**src/rtl/dm_port_arbiter.sv**
```systemverilog
// dm_port_arbiter: shares the single data-RAM port between the MEM stage and a debug master, one transaction in flight.
// Build option DM_ARB_RR_EN selects round-robin; otherwise MEM has priority with a starvation guard for debug.
module dm_port_arbiter #(
    parameter int RD_LAT     = 1,
    parameter int STARVE_MAX = 4
) (
    input  logic        clk,
    input  logic        resetn,
    input  logic        mem_req,
    input  logic [3:0]  mem_wen,
    input  logic [31:0] mem_addr,
    input  logic [31:0] mem_wdata,
    output logic        mem_grant,
    output logic        mem_rvalid,
    output logic [31:0] mem_rdata,
    input  logic        dbg_req,
    input  logic [3:0]  dbg_wen,
    input  logic [31:0] dbg_addr,
    input  logic [31:0] dbg_wdata,
    output logic        dbg_grant,
    output logic        dbg_rvalid,
    output logic [31:0] dbg_rdata,
    output logic        dm_en,
    output logic [31:0] dm_addr,
    output logic [3:0]  dm_wen,
    output logic [31:0] dm_wdata,
    input  logic [31:0] dm_rdata,
    output logic        busy
);
    typedef enum logic [1:0] {IDLE, ISSUE, WAIT, RESP} state_t;

    state_t     state;
    logic       owner_dbg;
    logic       is_load;
    logic [1:0] lat_cnt;
    logic       pick_dbg;
    logic       grant_any;

    if (RD_LAT < 1 || RD_LAT > 3) begin : g_bad_lat
        $error("dm_port_arbiter: RD_LAT must be in 1..3");
    end

`ifdef DM_ARB_RR_EN
    logic rr_dbg;

    assign pick_dbg = dbg_req && (!mem_req || rr_dbg);

    always_ff @(posedge clk or negedge resetn) begin
        if (!resetn)
            rr_dbg <= 1'b0;
        else if (grant_any)
            rr_dbg <= !pick_dbg;
    end
`else
    localparam int SW = $clog2(STARVE_MAX + 2);

    logic [SW-1:0] starve;

    assign pick_dbg = dbg_req && (!mem_req || starve == SW'(STARVE_MAX));

    always_ff @(posedge clk or negedge resetn) begin
        if (!resetn)
            starve <= '0;
        else if (grant_any)
            starve <= (pick_dbg || !dbg_req) ? '0 : starve + 1'b1;
    end
`endif

    // Grants are gated by resetn so nothing is accepted while reset is held.
    assign grant_any  = resetn && state == IDLE && (mem_req || dbg_req);
    assign dbg_grant  = grant_any && pick_dbg;
    assign mem_grant  = grant_any && !pick_dbg;
    assign mem_rvalid = state == RESP && !owner_dbg;
    assign dbg_rvalid = state == RESP && owner_dbg;
    assign mem_rdata  = (mem_rvalid && is_load) ? dm_rdata : 32'h0;
    assign dbg_rdata  = (dbg_rvalid && is_load) ? dm_rdata : 32'h0;
    assign busy       = state != IDLE;

    always_ff @(posedge clk or negedge resetn) begin
        if (!resetn) begin
            state     <= IDLE;
            owner_dbg <= 1'b0;
            is_load   <= 1'b0;
            lat_cnt   <= 2'd0;
            dm_en     <= 1'b0;
            dm_addr   <= 32'h0;
            dm_wen    <= 4'h0;
            dm_wdata  <= 32'h0;
        end else begin
            dm_en  <= 1'b0;
            dm_wen <= 4'h0;
            case (state)
                IDLE: begin
                    if (grant_any) begin
                        state     <= ISSUE;
                        owner_dbg <= pick_dbg;
                        is_load   <= (pick_dbg ? dbg_wen : mem_wen) == 4'h0;
                        dm_en     <= 1'b1;
                        dm_addr   <= pick_dbg ? dbg_addr : mem_addr;
                        dm_wen    <= pick_dbg ? dbg_wen : mem_wen;
                        dm_wdata  <= pick_dbg ? dbg_wdata : mem_wdata;
                    end
                end
                ISSUE: begin
                    state   <= (is_load && RD_LAT > 1) ? WAIT : RESP;
                    lat_cnt <= 2'(RD_LAT - 2);
                end
                WAIT: begin
                    lat_cnt <= lat_cnt - 2'd1;
                    if (lat_cnt == 2'd0)
                        state <= RESP;
                end
                default: state <= IDLE;
            endcase
        end
    end
endmodule

```
**config.mk**
```make
export PLATFORM = sky130hd
export DESIGN_NAME = dm_port_arbiter
export DESIGN_NICKNAME = d
export VERILOG_FILES = /design/src/rtl/dm_port_arbiter.sv
export SDC_FILE = /design/constraint.sdc
export NUM_CORES = 1
export LEC_CHECK = 0
export CORE_AREA = 2 2 122 124
export DETAILED_ROUTE_END_ITERATION = 7
export DIE_AREA = 0 0 124 126
export PLACE_DENSITY_LB_ADDON = 0.05
export SYNTH_ARGS = -nofsm -noshare
export SYNTH_HDL_FRONTEND = slang
export SYNTH_SLANG_ARGS = --single-unit
```
**constraint.sdc**
```tcl
create_clock -name clk -period 2.4 [get_ports clk]
set_clock_uncertainty 0.1 [all_clocks]
set_input_delay 0.48 -clock clk [delete_from_list [all_inputs] [get_ports clk]]
set_output_delay 0.48 -clock clk [all_outputs]
set_load 0.005 [all_outputs]
```
==> results.toml <==
[routing]
drc_errors = 0
postRouteAntennaNets = 0
via_per_inst = 4.782
dr.pass1.iters = 4
drt_iter0_markers = 144
totalWireLength_um = 15610
vias = 4117
post_drt_wl_per_cell_um = 18.13

[clock_network]
path_clk_slew_ns = 0.06
cts_buffers = 9
cts_tree = "built"
htreeDepth = 3
clk_path_buf_depth = 2
clk_latency_ns = 0.33
cts_sinks = 78
cts-root-buf = "clkbuf_16"

[global_routing]
grtUsageTotal_pct = 19.14
grt_overflow_total = 0
antenna_found_initial = 1
grt_max_degree = 72
grt_pass1_wl_um = 22730
grt_pass1_vias = 4189

[critical_path]
arrival_ns = 1.74
r2r_slack_ns = 0.10
crit_path_end_kind = "output port"
rr_endpoint = "dm_wdata[0]"
start_kind = "flip-flop"
reg2reg_from = "state[1]"
crit_type = "flip-flop to output port"
reg2reg_depth = 7
cp_max_fo = 4
cp.required_ns = 1.82

[pwr]
ir_drop_mv = 0.4063
leakage_uw = 0.003497
p_total_uw = 6612
power_density_nw_per_um2 = 869.6

[die]
start_util_pct = 27.75
pin_count = 310
coreArea_um2 = 14310
row_count = 44
die_width_um = 124
dieArea_um2 = 15620
die_h_um = 126

[logic_synthesis]
synth_cell_types = 35
syn-num-nets = 540
yosys_warnings = 0
postSynthAreaPerCell_um2 = 10.97
synth-seq-cells = 78
synth_edf_count = 0
async_flop_share_pct = 100.0
synthCells = 362
yosysSeqAreaShare_pct = 49.13
syn_area_um2 = 3973
synth-main-ff-cell = "dfrtp_1"

[timing]
final_max_slew_viol_count = 0
fin_tns_setup_ns = 0
period_minus_slack_ns = 2.317
rsz0062_at_grt = "no"
slew_headroom_pct = 37.75
worst_pin_slew_ns = 0.9337
final_hold_viol_count = 0
min_period_over_period_pct = 96.52
finalSetupViolCount = 0
max_freq_ghz = 0.4317

[placement]
portBuffers = 309
hpwlAfterDp_um = 11570
placed_area_um2 = 7300
routabilityCongestion = 0.7708
place_inst = 841

[final_layout]
drive_gt1_share_pct = 6.657
fin_area_um2 = 7604
nets = 849
final_cells = 861
utilization_pct = 53.12
fill_cells = 1340
area_growth_syn_to_layout_pct = 91.40

[min_path]
min_path_type = "primary input to asynchronous set/reset pin"

[status]
status = "completed"

[run]
maxCapViolCount = 0
-- registers in the layout (all words and copies together), names as in the netlist --
register / flops
owner_dbg: 1
lat_cnt: 2
is_load: 1
dm_addr: 32
state: 2
dm_wen: 4
starve: 3
dm_en: 1
dm_wdata: 32
-- repair_timing --
| action | in CTS | in global routing |
|---|---|---|
| setup endpoints to repair | 66 | 3 |
| hold buffers | 0 | 0 |
| cloned | 1 | 0 |
| gates resized for setup | 72 | 2 |
| endpoints found under the hold margin | 0 | 0 |
| buffers inserted | 2 | 0 |
-- through the flow --
stage | worst slack [ns] | hold slack [ns]
2_1_floorplan | 0.6087 | 0.08441
3_3_place_gp | -0.09149 | 0.3606
3_5_place_dp | -0.09770 | 0.3642
4_1_cts | 0.02476 | 0.002973
5_1_grt | 0.002434 | 0.01254
6_report | 0.08342 | 0.01002
-- layer usage --
| layer | up-vias | routed length [µm] | track usage [%] |
|---|---|---|---|
| li1 | 1928 | - | - |
| met1 | 1980 | 5855 | 21.34 |
| met2 | 196 | 8054 | 34.52 |
| met3 | 13 | 1509 | 6.205 |
| met4 | 0 | 189 | 5.288 |
| met5 | - | 0 | 0 |
-- cells in the final DEF, fill, tap and decap left out, types with 2 or more instances in the layout --
cell               n
a21oi_1            6
and2_1           121
dfrtp_1           78
clkbuf_16          9
ha_1               4
a221o_1           64
nor2_1             2
clkdlybuf4s50_1  242
and2_0             8
clkinv_2           2
nand3_1            7
dlygate4sd2_1     64
o21ai_0            4
clkbuf_1           2
nor2b_1            2
bufinv_16          2
inv_1              7
buf_4             16
buf_12             2
nand2_1            5
clkdlybuf4s15_1    2
inv_2              2
nor4_1             2
-- cells by family (layout without fill, tap and decap cells) --
family / Yosys count / after routing / share of synthesized area [%]
muxes: 3 / 3 / 0.8189
other: 0 / 1 / 0
buffers and inverters: 38 / 352 / 4.913
AOI/OAI and AO/OA: 85 / 85 / 19.84
adders and majority gates: 6 / 6 / 1.890
and+or+nand+nor: 152 / 152 / 23.40
DFF: 78 / 78 / 49.13
-- worst max-delay path, cell delays in order (launching register included) --
cell and delay [ns]:
dfrtp_1 0.41, buf_4 0.15, inv_1 0.05, ha_2 0.21, nand3_1 0.12, a31oi_4 0.20, clkdlybuf4s15_1 0.27
-- synthesized netlist by cell type (all sizes together) (2+ instances only) --
| library cell | count | share of area [%] |
|---|---|---|
| a221o | 64 | 16 |
| nand2 | 5 | 0.47 |
| nand3 | 7 | 0.88 |
| buf | 15 | 2.7 |
| inv | 9 | 0.85 |
| ha | 6 | 1.9 |
| clkbuf | 14 | 1.3 |
| and2 | 129 | 20 |
| o21ai | 5 | 0.63 |
| dfrtp | 78 | 49 |
| mux2 | 2 | 0.57 |
| o211ai | 2 | 0.50 |
| a31oi | 2 | 0.31 |
| nor2b | 2 | 0.31 |
| nor4 | 2 | 0.31 |
| a21oi | 6 | 0.76 |
| nor2 | 3 | 0.28 |
-- power by group --
part           leakage (µW)  internal (µW)  switching [µW]
registers          0.000980           1870             315
clock network      0.000157            937             527
logic               0.00236           1950            1010
total               0.00350           4760            1860
-- area by class of cell --
type,instances,area [µm²],share of cell area (%)
Antenna cell,1,2.502,0.03291
Clock buffer,12,246.5,3.242
Clock inverter,4,70.07,0.9215
Inverter,9,33.78,0.4443
Multi-Input combinational cell,246,1878,24.70
Sequential cell,78,1952,25.67
Tap cell,184,230.2,3.028
Timing Repair Buffer,327,3191,41.96
-- worst max-delay path by stage --
stage	from	endpoint	slack (ns)
detailed placement	mem_req	mem_grant	-0.1
floorplan	state[0]	mem_grant	0.61
global route	state[1]	dm_addr[30]	0.002
CTS	state[1]	mem_grant	0.02
finish	state[1]	mem_grant	0.08
global placement	mem_req	mem_grant	-0.09
Note: power is estimated with default switching activity, not from simulation.
